<file path="src/rtl/cmd_pkg.sv">
// Shared opcodes, response bytes and FSM state encoding for the command dispatcher.
package cmd_pkg;

  localparam logic [7:0] OP_SET_BASE   = 8'h02;
  localparam logic [7:0] OP_CALIBRATE  = 8'h10;
  localparam logic [7:0] OP_EMER_LAND  = 8'h11;
  localparam logic [7:0] OP_MOTORS_OFF = 8'h12;

  localparam logic [7:0] RESP_ACK  = 8'hA5;
  localparam logic [7:0] RESP_NAK  = 8'hEE;
  localparam logic [7:0] RESP_NONE = 8'h00;

  typedef enum logic [2:0] {
    ST_IDLE   = 3'd0,
    ST_DECODE = 3'd1,
    ST_RAMP   = 3'd2,
    ST_CAL    = 3'd3,
    ST_RESP   = 3'd4
  } state_e;

  // True when op addresses one of the num_ch setpoint channels.
  function automatic logic is_set_op(input logic [7:0] op, input int num_ch);
    logic [8:0] lim;
    lim = 9'(OP_SET_BASE) + 9'(num_ch);
    return (op >= OP_SET_BASE) && ({1'b0, op} < lim);
  endfunction

endpackage

</file>
<file path="src/rtl/sp_bank.sv">
// Bank of NUM_CH setpoint registers with single-channel write and clear-all.
module sp_bank #(
  parameter int NUM_CH = 4,
  parameter int DATA_W = 16,
  localparam int IDX_W = (NUM_CH > 1) ? $clog2(NUM_CH) : 1
) (
  input  logic                     clk,
  input  logic                     rst_n,
  input  logic                     we,
  input  logic [IDX_W-1:0]         idx,
  input  logic [DATA_W-1:0]        wdata,
  input  logic                     clr_all,
  output logic [NUM_CH*DATA_W-1:0] sp
);

  logic [DATA_W-1:0] bank_r [NUM_CH];

  // Setpoint storage: clear-all wins over a channel write in the same cycle.
  always_ff @(posedge clk or negedge rst_n) begin
    if (!rst_n) begin
      for (int k = 0; k < NUM_CH; k++) bank_r[k] <= {DATA_W{1'b0}};
    end else if (clr_all) begin
      for (int k = 0; k < NUM_CH; k++) bank_r[k] <= {DATA_W{1'b0}};
    end else begin
      for (int k = 0; k < NUM_CH; k++) begin
        if (we && (idx == IDX_W'(k))) bank_r[k] <= wdata;
      end
    end
  end

  for (genvar g = 0; g < NUM_CH; g++) begin : g_pack
    assign sp[g*DATA_W +: DATA_W] = bank_r[g];
  end

endmodule

</file>
<file path="src/rtl/cmd_dispatch.sv">
// Command dispatcher: decodes opcodes into setpoint writes, calibration
// sequencing, motor shutdown and a watchdog that lands the craft when idle.
module cmd_dispatch
  import cmd_pkg::*;
#(
  parameter int NUM_CH    = 4,
  parameter int DATA_W    = 16,
  parameter int FAST_SIM  = 1,
  parameter int RAMP_BITS = 26,
  parameter int CAL_TMO   = 1 << 20,
  parameter int WDOG_CYC  = 1 << 22
) (
  input  logic                     clk,
  input  logic                     rst_n,
  input  logic                     cmd_rdy,
  input  logic [7:0]               cmd,
  input  logic [DATA_W-1:0]        data,
  input  logic                     cal_done,
  output logic                     clr_cmd_rdy,
  output logic [7:0]               resp,
  output logic                     send_resp,
  output logic [NUM_CH*DATA_W-1:0] sp,
  output logic                     strt_cal,
  output logic                     inertial_cal,
  output logic                     motors_off,
  output logic                     wdog_trip
);

  localparam int IDX_W = (NUM_CH > 1) ? $clog2(NUM_CH) : 1;
  // Terminal counts are "length minus one" because the timers start at zero.
  localparam logic [31:0] RAMP_LAST = (FAST_SIM != 0) ? 32'd511
                                                      : ((32'd1 << RAMP_BITS) - 32'd1);
  localparam logic [31:0] CAL_LAST  = 32'(CAL_TMO - 1);
  localparam logic [31:0] WDOG_LAST = 32'(WDOG_CYC - 1);

  state_e state_r, state_nxt_s;
  logic [31:0] tmr_r;
  logic [31:0] wd_cnt_r;
  logic motors_off_r, inertial_cal_r, strt_cal_r, wdog_trip_r;
  logic send_resp_r, clr_cmd_rdy_r;
  logic [7:0] resp_r;

  logic [7:0]       resp_byte_s;
  logic             sp_we_s;
  logic [IDX_W-1:0] sp_idx_s;
  logic             emer_clr_s;
  logic             mo_set_s;
  logic             tmr_clr_s;
  logic             wd_clr_s;
  logic             strt_nxt_s;
  logic             wd_exp_s;

  // Next-state and per-state control decode.
  always_comb begin
    state_nxt_s = state_r;
    resp_byte_s = RESP_NONE;
    sp_we_s     = 1'b0;
    sp_idx_s    = {IDX_W{1'b0}};
    emer_clr_s  = 1'b0;
    mo_set_s    = 1'b0;
    tmr_clr_s   = 1'b0;
    wd_clr_s    = 1'b0;
    strt_nxt_s  = 1'b0;
    wd_exp_s    = (state_r == ST_IDLE) && !motors_off_r && (wd_cnt_r == WDOG_LAST);
    case (state_r)
      ST_IDLE: begin
        if (cmd_rdy) begin
          state_nxt_s = ST_DECODE;
          tmr_clr_s   = 1'b1;
          wd_clr_s    = 1'b1;
        end else begin
          state_nxt_s = ST_IDLE;
        end
      end
      ST_DECODE: begin
        if (is_set_op(cmd, NUM_CH)) begin
          sp_we_s     = 1'b1;
          sp_idx_s    = IDX_W'(cmd - OP_SET_BASE);
          resp_byte_s = RESP_ACK;
          state_nxt_s = ST_RESP;
        end else if (cmd == OP_EMER_LAND) begin
          emer_clr_s  = 1'b1;
          resp_byte_s = RESP_ACK;
          state_nxt_s = ST_RESP;
        end else if (cmd == OP_MOTORS_OFF) begin
          mo_set_s    = 1'b1;
          resp_byte_s = RESP_ACK;
          state_nxt_s = ST_RESP;
        end else if (cmd == OP_CALIBRATE) begin
          tmr_clr_s   = 1'b1;
          state_nxt_s = ST_RAMP;
        end else begin
          resp_byte_s = RESP_NAK;
          state_nxt_s = ST_RESP;
        end
      end
      ST_RAMP: begin
        if (tmr_r == RAMP_LAST) begin
          strt_nxt_s  = 1'b1;
          tmr_clr_s   = 1'b1;
          state_nxt_s = ST_CAL;
        end else begin
          state_nxt_s = ST_RAMP;
        end
      end
      ST_CAL: begin
        // cal_done is checked first so it wins a tie with the timeout.
        if (cal_done) begin
          resp_byte_s = RESP_ACK;
          state_nxt_s = ST_RESP;
        end else if (tmr_r == CAL_LAST) begin
          resp_byte_s = RESP_NAK;
          mo_set_s    = 1'b1;
          state_nxt_s = ST_RESP;
        end else begin
          state_nxt_s = ST_CAL;
        end
      end
      ST_RESP: begin
        state_nxt_s = ST_IDLE;
      end
      default: begin
        state_nxt_s = ST_IDLE;
      end
    endcase
  end

  // FSM state register.
  always_ff @(posedge clk or negedge rst_n) begin
    if (!rst_n) state_r <= ST_IDLE;
    else        state_r <= state_nxt_s;
  end

  // Shared ramp/calibration timer, running only in RAMP and CAL.
  always_ff @(posedge clk or negedge rst_n) begin
    if (!rst_n)                                          tmr_r <= 32'd0;
    else if (tmr_clr_s)                                  tmr_r <= 32'd0;
    else if ((state_r == ST_RAMP) || (state_r == ST_CAL)) tmr_r <= tmr_r + 32'd1;
  end

  // Idle watchdog: counts IDLE cycles with motors running, restarts on expiry or command.
  always_ff @(posedge clk or negedge rst_n) begin
    if (!rst_n)                                       wd_cnt_r <= 32'd0;
    else if (wd_clr_s || wd_exp_s)                    wd_cnt_r <= 32'd0;
    else if ((state_r == ST_IDLE) && !motors_off_r)   wd_cnt_r <= wd_cnt_r + 32'd1;
  end

  // Motors-off flag: set wins over the clear caused by an active calibration.
  always_ff @(posedge clk or negedge rst_n) begin
    if (!rst_n)              motors_off_r <= 1'b1;
    else if (mo_set_s)       motors_off_r <= 1'b1;
    else if (inertial_cal_r) motors_off_r <= 1'b0;
  end

  // Registered outputs, aligned with the state they describe.
  always_ff @(posedge clk or negedge rst_n) begin
    if (!rst_n) begin
      inertial_cal_r <= 1'b0;
      strt_cal_r     <= 1'b0;
      wdog_trip_r    <= 1'b0;
      send_resp_r    <= 1'b0;
      clr_cmd_rdy_r  <= 1'b0;
      resp_r         <= RESP_NONE;
    end else begin
      inertial_cal_r <= (state_nxt_s == ST_RAMP) || (state_nxt_s == ST_CAL);
      strt_cal_r     <= strt_nxt_s;
      wdog_trip_r    <= wd_exp_s;
      send_resp_r    <= (state_nxt_s == ST_RESP);
      clr_cmd_rdy_r  <= (state_nxt_s == ST_RESP);
      resp_r         <= (state_nxt_s == ST_RESP) ? resp_byte_s : RESP_NONE;
    end
  end

  sp_bank #(
    .NUM_CH (NUM_CH),
    .DATA_W (DATA_W)
  ) u_sp_bank (
    .clk     (clk),
    .rst_n   (rst_n),
    .we      (sp_we_s),
    .idx     (sp_idx_s),
    .wdata   (data),
    .clr_all (emer_clr_s | wd_exp_s),
    .sp      (sp)
  );

  assign clr_cmd_rdy  = clr_cmd_rdy_r;
  assign resp         = resp_r;
  assign send_resp    = send_resp_r;
  assign strt_cal     = strt_cal_r;
  assign inertial_cal = inertial_cal_r;
  assign motors_off   = motors_off_r;
  assign wdog_trip    = wdog_trip_r;

endmodule

</file>
<file path="config.mk">
export PLATFORM = sky130hd
export DESIGN_NAME = cmd_dispatch
export DESIGN_NICKNAME = d
export VERILOG_FILES = /design/src/rtl/cmd_pkg.sv /design/src/rtl/sp_bank.sv /design/src/rtl/cmd_dispatch.sv
export SDC_FILE = /design/constraint.sdc
export NUM_CORES = 1
export LEC_CHECK = 0
export ABC_AREA = 1
export CORE_AREA = 2 2 121 123
export DETAILED_ROUTE_END_ITERATION = 10
export DIE_AREA = 0 0 123 125
export HOLD_SLACK_MARGIN = 0.06
export PLACE_DENSITY = 0.91
export SETUP_SLACK_MARGIN = 0.02
export SLEW_MARGIN = 20
export SYNTH_ARGS = -nofsm -noshare
export SYNTH_HDL_FRONTEND = slang
export SYNTH_SLANG_ARGS = --single-unit
</file>
<file path="constraint.sdc">
create_clock -name clk -period 2.1 [get_ports clk]
set_input_delay 0.315 -clock clk [delete_from_list [all_inputs] [get_ports clk]]
set_output_delay 0.315 -clock clk [all_outputs]
set_load 0.005 [all_outputs]
</file>
# Word level (Yosys, flattened, before mapping)

Cells that the tools add are included.

Bits in registers: 144
Input bits: 28
Output and inout port bits: 78
Word-level logic and storage cells: 104

Add/sub/neg operators: 3
Order comparisons: 2
Eq/ne operators: 15
Muxes and demuxes: 50
Bitwise gates (word level): 1
Reduce and logical (&&, ||, !) cells: 20

Operators with widths:

| cell                                                                                 | number |
|---|---|
| 32-bit two-way mux                                                                   | 4 |
| 32-bit by 1-bit adder with 32-bit output (second input constant)                     | 2 |
| 16-bit two-way mux                                                                   | 4 |
| 64-bit two-way mux                                                                   | 1 |
| 8-bit two-way mux                                                                    | 7 |
| 32-bit by 20-bit == test with 1-bit output (second input constant)                   | 1 |
| 32-bit by 22-bit == test with 1-bit output (second input constant)                   | 1 |
| 32-bit by 9-bit == test with 1-bit output (second input constant)                    | 1 |
| 8-bit by 5-bit == test with 1-bit output (second input constant)                     | 3 |
| 1-bit two-way mux                                                                    | 22 |
| 3-bit two-way mux                                                                    | 6 |
| 8-bit one-hot mux with 2 select lines                                                | 1 |
| 2-bit nonzero test                                                                   | 7 |
| 3-bit by 2-bit == test with 1-bit output (second input constant)                     | 4 |
| 3-bit one-hot mux with 4 select lines                                                | 1 |
| 8-bit by 2-bit greater-or-equal comparator with 1-bit output (second input constant) | 1 |
| 8-bit by 3-bit < comparator with 1-bit output (second input constant)                | 1 |
| 1-bit logical AND                                                                    | 7 |
| 2-bit == test (second input constant)                                                | 2 |
| 2-bit two-way mux                                                                    | 2 |
| 3-bit by 1-bit == test with 1-bit output (second input constant)                     | 1 |
| 3-bit == test (second input constant)                                                | 1 |
| 3-bit zero test                                                                      | 1 |
| 1-bit logical OR                                                                     | 3 |
| 7 further kinds                                                                      | 7 |

# Depth between registers and ports, before layout

Gate-level depths: netlist of the first run.

Depth in word-level cells: 8
Mapped depth: 11

# Cells and area by module

A second synthesis of the first run with hierarchy kept.

Cell total of the unflattened synthesis: 1112
Area, all modules: 7866.3 um^2

Modules (own cells, without submodules):

| module       | instances | cells an instance | area each (um^2) |
|---|---|---|---|
| cmd_dispatch | 1         | 790               | 5101.1 |
| sp_bank      | 1         | 322               | 2765.2 |

# Least setup slack after synthesis of the first run

Ideal clock, no wire load.

Kind: reg-to-reg
Start: reg wd_cnt_r[0]
End: reg u_sp_bank.bank_r, in the netlist u_sp_bank.sp[37]
Library setup time: 0.116 ns
Arrival: 1.436 ns
Path slack: 0.548 ns
Cell stages (with the launch flop): 12
Buffers on the path: 1
Period minus slack after synthesis: 1.552 ns
Cells stage by stage: dfrtp_1 -> ha_1 -> inv_1 -> nor2_1 -> nand2_1 -> nor2_1 -> nand3_2 -> nand2_4 -> buf_6 -> nor2_2 -> nand2_1 -> nand2_1

Word-level cells in the longest chain between the ends: 4

RTL lines:

| item                                                            | line                | source |
|---|---|---|
| from (decl)                                                     | cmd_dispatch.sv:38  | `logic [31:0] wd_cnt_r;` |
| from (signal assigned)                                          | cmd_dispatch.sv:145 | `else if ((state_r == ST_IDLE) && !motors_off_r) wd_cnt_r <= wd_cnt_r + 32'd1;` |
| 32-bit by 22-bit == test with 1-bit output *                    | cmd_dispatch.sv:64  | `wd_exp_s = (state_r == ST_IDLE) && !motors_off_r && (wd_cnt_r == WDOG_LAST);` |
| 1-bit logical AND *                                             | cmd_dispatch.sv:64  |  |
| 1-bit bitwise OR *                                              | cmd_dispatch.sv:183 | `.clr_all (emer_clr_s \| wd_exp_s),` |
| 64-bit two-way mux / 2-bit nonzero test (equally long branches) | n/a                 |  |
| to (signal, indexed assignment)                                 | sp_bank.sv:26       | `if (we && (idx == IDX_W'(k))) bank_r[k] <= wdata;` |
| to (decl)                                                       | sp_bank.sv:16       | `logic [DATA_W-1:0] bank_r [NUM_CH];` |

Every way passes the cells marked *; elsewhere a longest branch is shown, timed or not.
A chain may end at the register's enable or synchronous reset.

# Worst setup path after layout of the first run

Start: reg wd_cnt_r[11]
End: reg u_sp_bank.bank_r, in the netlist u_sp_bank.sp[19]

Word-level cells in the longest chain between the ends: 4

RTL lines:

| item                                                            | line                | source |
|---|---|---|
| 32-bit by 22-bit == test with 1-bit output *                    | cmd_dispatch.sv:64  |  |
| 1-bit logical AND *                                             | cmd_dispatch.sv:64  |  |
| named net wd_exp_s                                              | cmd_dispatch.sv:51  | `logic wd_exp_s;` |
| 1-bit bitwise OR *                                              | cmd_dispatch.sv:183 |  |
| 64-bit two-way mux / 2-bit nonzero test (equally long branches) | n/a                 |  |

Mark *: on every way through the listed nets, which the timed path passes. The rest lies on a longest branch.

==> results of run 1 <==
-- report_power, final --
part	switching (mW)	leakage, nW	internal, mW
clock network	1.16	0.314	2.22
logic	0.398	2.41	0.294
registers	0.0866	1.92	2.77
-- stage by stage --
| step | hold slack [ns] | setup TNS (ns) | std cells | cell area [um2] | utilization |
|---|---|---|---|---|---|
| after floorplan | 0.0194 | 0 | 1064 | 7700 | - |
| after global placement | 0.326 | 0 | 1340 | 8960 | 0.631 |
| after detailed placement | 0.324 | -0.00240 | 1340 | 8960 | 0.631 |
| after CTS | 0.444 | 0 | 1373 | 9620 | 0.678 |
| after global routing | 0.471 | 0 | 1373 | 9620 | 0.678 |
| final | 0.421 | 0 | 1373 | 9620 | 0.678 |
-- cell usage in the layout (no fill, tap or decap), types with 3 or more instances in the layout --
master             n
nor3_1            14
nand2_2            4
inv_1             82
clkbuf_1           3
nor2_4            11
nor2_2            20
nand3_1           71
dfrtp_1          137
clkbuf_16         17
buf_4             17
a31oi_1            5
clkdlybuf4s50_1  103
nand3_2            6
xor2_1             8
bufinv_16          6
o22ai_1            3
nand2_1          387
a21oi_1           10
buf_12             5
inv_2             11
nand4_1           46
nor2_1           178
clkinv_2           3
xnor2_1            6
a21o_1             3
nor4_1             4
-- cell families (layout without fill, tap and decap cells) --
family / after synthesis / after routing / share of synthesized area
AO/OA/AOI/OAI: 26 / 26 / 0.0206
other: 1 / 1 / 0.000487
adder cells (fa/ha/maj): 2 / 2 / 0.00325
AND/OR/NAND/NOR: 754 / 754 / 0.431
XOR/XNOR: 14 / 14 / 0.0159
flip-flops: 139 / 139 / 0.452
buffers and inverters: 128 / 253 / 0.0770
-- worst max-delay path, stage by stage (launching register included) --
cell and delay [ns]:
dfrtp_1 0.42, nand2_1 0.15, nor3_2 0.32, nand3_2 0.19, nor2_4 0.21, inv_2 0.27
nand4_1 0.19, nand2_1 0.06
-- state kept, by name, summed over array words and instances (netlist names) --
signal        cells
u_sp_bank.sp     64
tmr_r            32
wd_cnt_r         32
resp              3
state_r           3
clr_cmd_rdy       1
inertial_cal      1
motors_off        1
strt_cal          1
wdog_trip         1
-- layout make-up --
class	count	area (um2)
Inverter	94	353
Tap cell	184	230
Fill cell	1067	4580
Clock inverter	12	219
Multi-Input combinational cell	797	3620
Sequential cell	139	3480
Clock buffer	20	437
Timing Repair Buffer	127	1280
-- cell usage after synthesis, types with 3 or more instances --
cell,instances,share of area
nor2_2,20,0.016
nand3_2,6,0.0078
a31oi_1,5,0.0041
nand2_2,4,0.0033
a21oi_1,10,0.0065
inv_2,11,0.0054
nand2_1,387,0.19
nor2_4,11,0.016
nand4_1,46,0.037
buf_4,13,0.013
buf_2,8,0.0052
buf_6,7,0.010
dfrtp_1,138,0.45
nor2_1,178,0.087
o22ai_1,3,0.0024
inv_1,82,0.040
nor4_1,4,0.0033
xnor2_1,6,0.0068
a21o_1,3,0.0029
nor3_1,14,0.0091
xor2_1,8,0.0091
clkbuf_1,5,0.0024
nand3_1,71,0.046
-- final timing paths --
kind | startpoint | endpoint | cells past startpoint
max | wd_cnt_r[11] | u_sp_bank.sp[19] | 7
min | rst_n | u_sp_bank.sp[59] | 2
max reg2reg | wd_cnt_r[11] | u_sp_bank.sp[19] | 7
min reg2reg | inertial_cal | motors_off | 1
max in group asynchronous | rst_n | motors_off | 3
min in group clk | inertial_cal | motors_off | 1
-- timing repair --
action                                 in CTS  in global routing
gates resized for setup                     0                  1
setup endpoints to repair                   0                 26
endpoints found under the hold margin      55                  0
hold buffers                                1                  0
-- per-layer routing --
layer,track usage,vias to the layer above,part of all wire,wire [um]
met1,0.381,3639,0.39,8460
met5,0,-,0,0
li1,-,3579,-,-
met4,0.156,0,0.042,912
met2,0.473,385,0.49,10500
met3,0.0561,84,0.076,1630
==> summary.txt, run 1 <==
Timing
  – Final period util: 0.921
  – Slew Viols, Final: 0
  – Pin slew with the least headroom to its limit: 0.577 ns
  – Rel. slew slack: 0.615
  – Setup Viol. Count Final: 0
  – Max Fclk: roughly 0.52 GHz
  – RSZ-0062 raised after global routing: false
  – Final Hold Viols: 0
  – Final WS setup: 0.165 ns
  – Minimum clock period: around 1.9 ns
  – Fin Clk Skew: 0.00794 ns

Logic synthesis
  – Cell count after synthesis: 1064
  – Synthesized cell area: between 7000 and 8000 um2
  – Number of library cell types mapped by synthesis: 41
  – Syn Area/Cell: just over 7 um2
  – Synth warn: 0
  – FFs w/ async S/R, synth: 1.00
  – Seq/Total Area, Yosys: 0.452
  – Synth Register Bits: 139
  – Synth Net Count: approximately 1100
  – Post-synth EDFFs: 0
  – Ys flop type: dfrtp_1

Power and ir drop
  – Pwr Density: 720 nW/um2
  – Pwr Total: 6.93 mW
  – Max rail drop VDD: 577 uV
  – Static Leakage: 4.65 nW

Cells and area
  – Share of cells above drive strength 1: 0.0959
  – Final net count: around 1200
  – Layout Area Growth over Synthesis: 25.0%
  – # diodes: 0

Global routing
  – First-pass GRT wire length: 36100 um
  – Largest net degree at the start of global routing: 59
  – Antenna violations before repair: 0
  – Via count of the first global-routing pass: 7540
  – Total Routing Usage GR: 0.296
  – Total congestion overflow: 0

Floorplanning
  – Initial Utilization: 0.542
  – Die height: 125 um
  – Die ar.: 15400 um2
  – Core Area: 14200 um2
  – Die Span X: 123 um
  – # rows: 44
  – IO Count: 106

Route
  – Router iterations before antenna repair: 7
  – Avg WL per Cell: 15.7 um
  – DRC violations left: 0
  – Vias: roughly 7700
  – Initial DRC count: a little over 900
  – DRT Wirelength: 21500 um
  – DRT antenna net count: 0
  – Via density: 5.60

Clocking
  – CTS sink cnt: between 100 and 150
  – Clk_lat worst skew: 0.43 ns
  – Postcts setup bufs: 0
  – CTS Root Buffer Type: clkbuf_16
  – Maximum clock path buffer count: 2
  – Num CTS Buffers: 17
  – CTS clk-pin slew, worst paths: 0.06 ns
  – H-Tree Depth: 4
  – CTS tree: built

Setup path
  – Setup Crit Path Kind: reg -> reg
  – Required @ worst endpoint: 2.42 ns
  – Crit path arrival time: 2.25 ns
  – Worst Setup End Kind: register
  – R2R Setup Slk: 0.16 ns
  – Max FO, Critical Path: 32
  – CP Launch Type: register

Outcome
  – Status: completed

Place
  – DP Worst Slack: -0.00240 ns
  – PortBufs: 104
  – Final Wtd Congestion: 0.973
  – DP HPWL: 14500 um

Flow run
  – Max-cap violations: 0

Worst hold path
  – HP Class: in -> async
(Power assumes the default switching activity.)
==> run 2, diff against run 1 <==
--- a/config.mk
+++ b/config.mk
@@ -6,11 +6,11 @@
 export NUM_CORES = 1
 export LEC_CHECK = 0
 export ABC_AREA = 1
-export CORE_AREA = 2 2 121 123
+export CORE_AREA = 2 2 142 144
 export DETAILED_ROUTE_END_ITERATION = 10
-export DIE_AREA = 0 0 123 125
+export DIE_AREA = 0 0 144 146
 export HOLD_SLACK_MARGIN = 0.06
-export PLACE_DENSITY = 0.91
+export PLACE_DENSITY = 0.72
 export SETUP_SLACK_MARGIN = 0.02
 export SLEW_MARGIN = 20
 export SYNTH_ARGS = -nofsm -noshare
==> summary.txt, run 2 (synthesis gave the netlist of run 1 again) <==
Outcome
  – Status: completed

Floorplanning
  – IO Count: 106
  – Die ar.: 21000 um2
  – # rows: 51
  – Initial Utilization: 0.398
  – Die Span X: 144 um
  – Die height: 146 um
  – Core Area: 19300 um2

Route
  – Avg WL per Cell: approximately 14 um
  – DRT Wirelength: 20800 um
  – Initial DRC count: 580
  – DRC violations left: 0
  – Router iterations before antenna repair: 5
  – DRT antenna net count: 0
  – Vias: 7319
  – Via density: about 5

Cells and area
  – Non-Filler Instances: between 1000 and 1500
  – Most frequent cells in the layout: nand2_1 (387), nor2_1 (178), dfrtp_1 (138)
  – Share of cells above drive strength 1: 0.107
  – Most common cell after layout, fill and taps aside: nand2_1
  – # diodes: 0
  – Fill cells: 1846
  – Post-route cell area: 9820 um2
  – Final net count: 1219
  – Number of flip-flops under the largest register name: 64
  – Layout Area Growth over Synthesis: 27.6%

Setup path
  – Setup Crit Path Kind: reg -> reg
  – Reg2reg start: wd_cnt_r[17]
  – Max FO, Critical Path: 10
  – Crit path arrival time: roughly 2.3 ns
  – Register-to-Register Path Depth: 10
  – CP Launch Type: register
  – Worst Setup End Kind: register
  – R2R Path End: u_sp_bank.sp[57]
  – R2R Setup Slk: roughly 0.16 ns
  – Required @ worst endpoint: 2.42 ns

Timing
  – Max Fclk: 0.517 GHz
  – Fin Clk Skew: slightly below 0.009 ns
  – Minimum clock period: 1.94 ns
  – Pin slew with the least headroom to its limit: just over 0.5 ns
  – Final period util: 0.922
  – Setup Viol. Count Final: 0
  – Setup_tns: 0 ns
  – Rel. slew slack: 0.656
  – Final Hold Viols: 0
  – Slew Viols, Final: 0
  – RSZ-0062 raised after global routing: true

Clocking
  – CTS Root Buffer Type: clkbuf_16
  – Num CTS Buffers: 17
  – CTS sink cnt: 139
  – H-Tree Depth: 4
  – Maximum clock path buffer count: 2
  – CTS tree: built
  – Clk_lat worst skew: around 0.43 ns
  – CTS clk-pin slew, worst paths: 0.06 ns

Power and ir drop
  – Static Leakage: approximately 4.7 nW
  – Pwr Density: between 600 and 700 nW/um2
  – Max rail drop VDD: 569 uV

Place
  – Post-Place Cells: between 1000 and 1500
  – Area after DPL: 9150 um2
  – Final Wtd Congestion: 0.888
  – PortBufs: 104
  – DP HPWL: approximately 15000 um

Global routing
  – Antenna violations before repair: 0
  – First-pass GRT wire length: between 30000 and 40000 um
  – Via count of the first global-routing pass: 7150
  – Total congestion overflow: 0
  – Largest net degree at the start of global routing: 51
  – Total Routing Usage GR: 0.211

Flow run
  – Max-cap violations: 0

Worst hold path
  – HP Class: in -> async
run 2: cell count changes in the layout (fill, tap and decap cells not counted), moves of 2 or more:
cell,delta
buf_4,+12
clkinv_2,-3
clkinv_4,+2
bufinv_16,-2
clkbuf_1,-3
clkinvlp_4,+3
run 2: metal layers:
metal,track usage,vias to the layer above,share of wire
li1,-,3597,-
met1,0.284,3470,0.45
met2,0.344,217,0.49
met3,0.0438,35,0.048
met4,0.0637,0,0.018
met5,0,-,0
run 2: worst max path at each step:
stage | cells past startpoint | end | slack, ns | start
after floorplan | 11 | u_sp_bank.sp[37] | 0.55 | wd_cnt_r[0]
after global placement | 10 | u_sp_bank.sp[28] | 0.05 | cmd[6]
after detailed placement | 10 | u_sp_bank.sp[12] | -0.03 | cmd[6]
after CTS | 8 | tmr_r[15] | 0.14 | tmr_r[0]
after global routing | 10 | wd_cnt_r[25] | 0.009 | wd_cnt_r[0]
final | 10 | u_sp_bank.sp[57] | 0.16 | wd_cnt_r[17]
run 2: cell type report:
type / count / area [um2] / share of cell area
clock inverter: 13 / 193 / 0.0196
clock buffer: 18 / 439 / 0.0447
inverter: 94 / 355 / 0.0362
tap: 265 / 332 / 0.0338
multi-input combinational: 797 / 3630 / 0.370
sequential: 139 / 3480 / 0.354
timing repair buffer: 140 / 1390 / 0.142
run 2: repair_timing:
item	CTS	global route
hold endpoints to repair	45	0
gates resized for setup	0	3
setup endpoints to repair	0	5
hold buffers	1	0
setup buffers	0	2
run 2: per-stage QoR:
stage | util | hold slack [ns] | setup slack [ns] | power [mW]
global placement | 0.473 | 0.302 | 0.0514 | 3.58
floorplan | - | 0.0194 | 0.548 | 3.22
CTS | 0.507 | 0.429 | 0.144 | 6.82
global route | 0.508 | 0.453 | 0.00899 | 7.03
finish | 0.508 | 0.405 | 0.164 | 6.77
detailed placement | 0.473 | 0.298 | -0.0337 | 3.59
run 2: worst max-delay path, stage by stage (launching register included):
cell and delay [ns]:
dfrtp_1 0.41, nand2_1 0.19, nor2_4 0.18, nand3_1 0.09, nor2_1 0.22, nand3_2 0.15
nand2_4 0.21, nor2_4 0.06, buf_4 0.18, nand2_1 0.07, nand2_1 0.05
run 2: power by group:
part           switching, mW  leakage (nW)  internal (mW)  total, mW
clock network           1.21         0.291           2.02       3.23
registers             0.0770          1.92           2.77       2.85
logic                  0.399          2.49          0.296      0.695
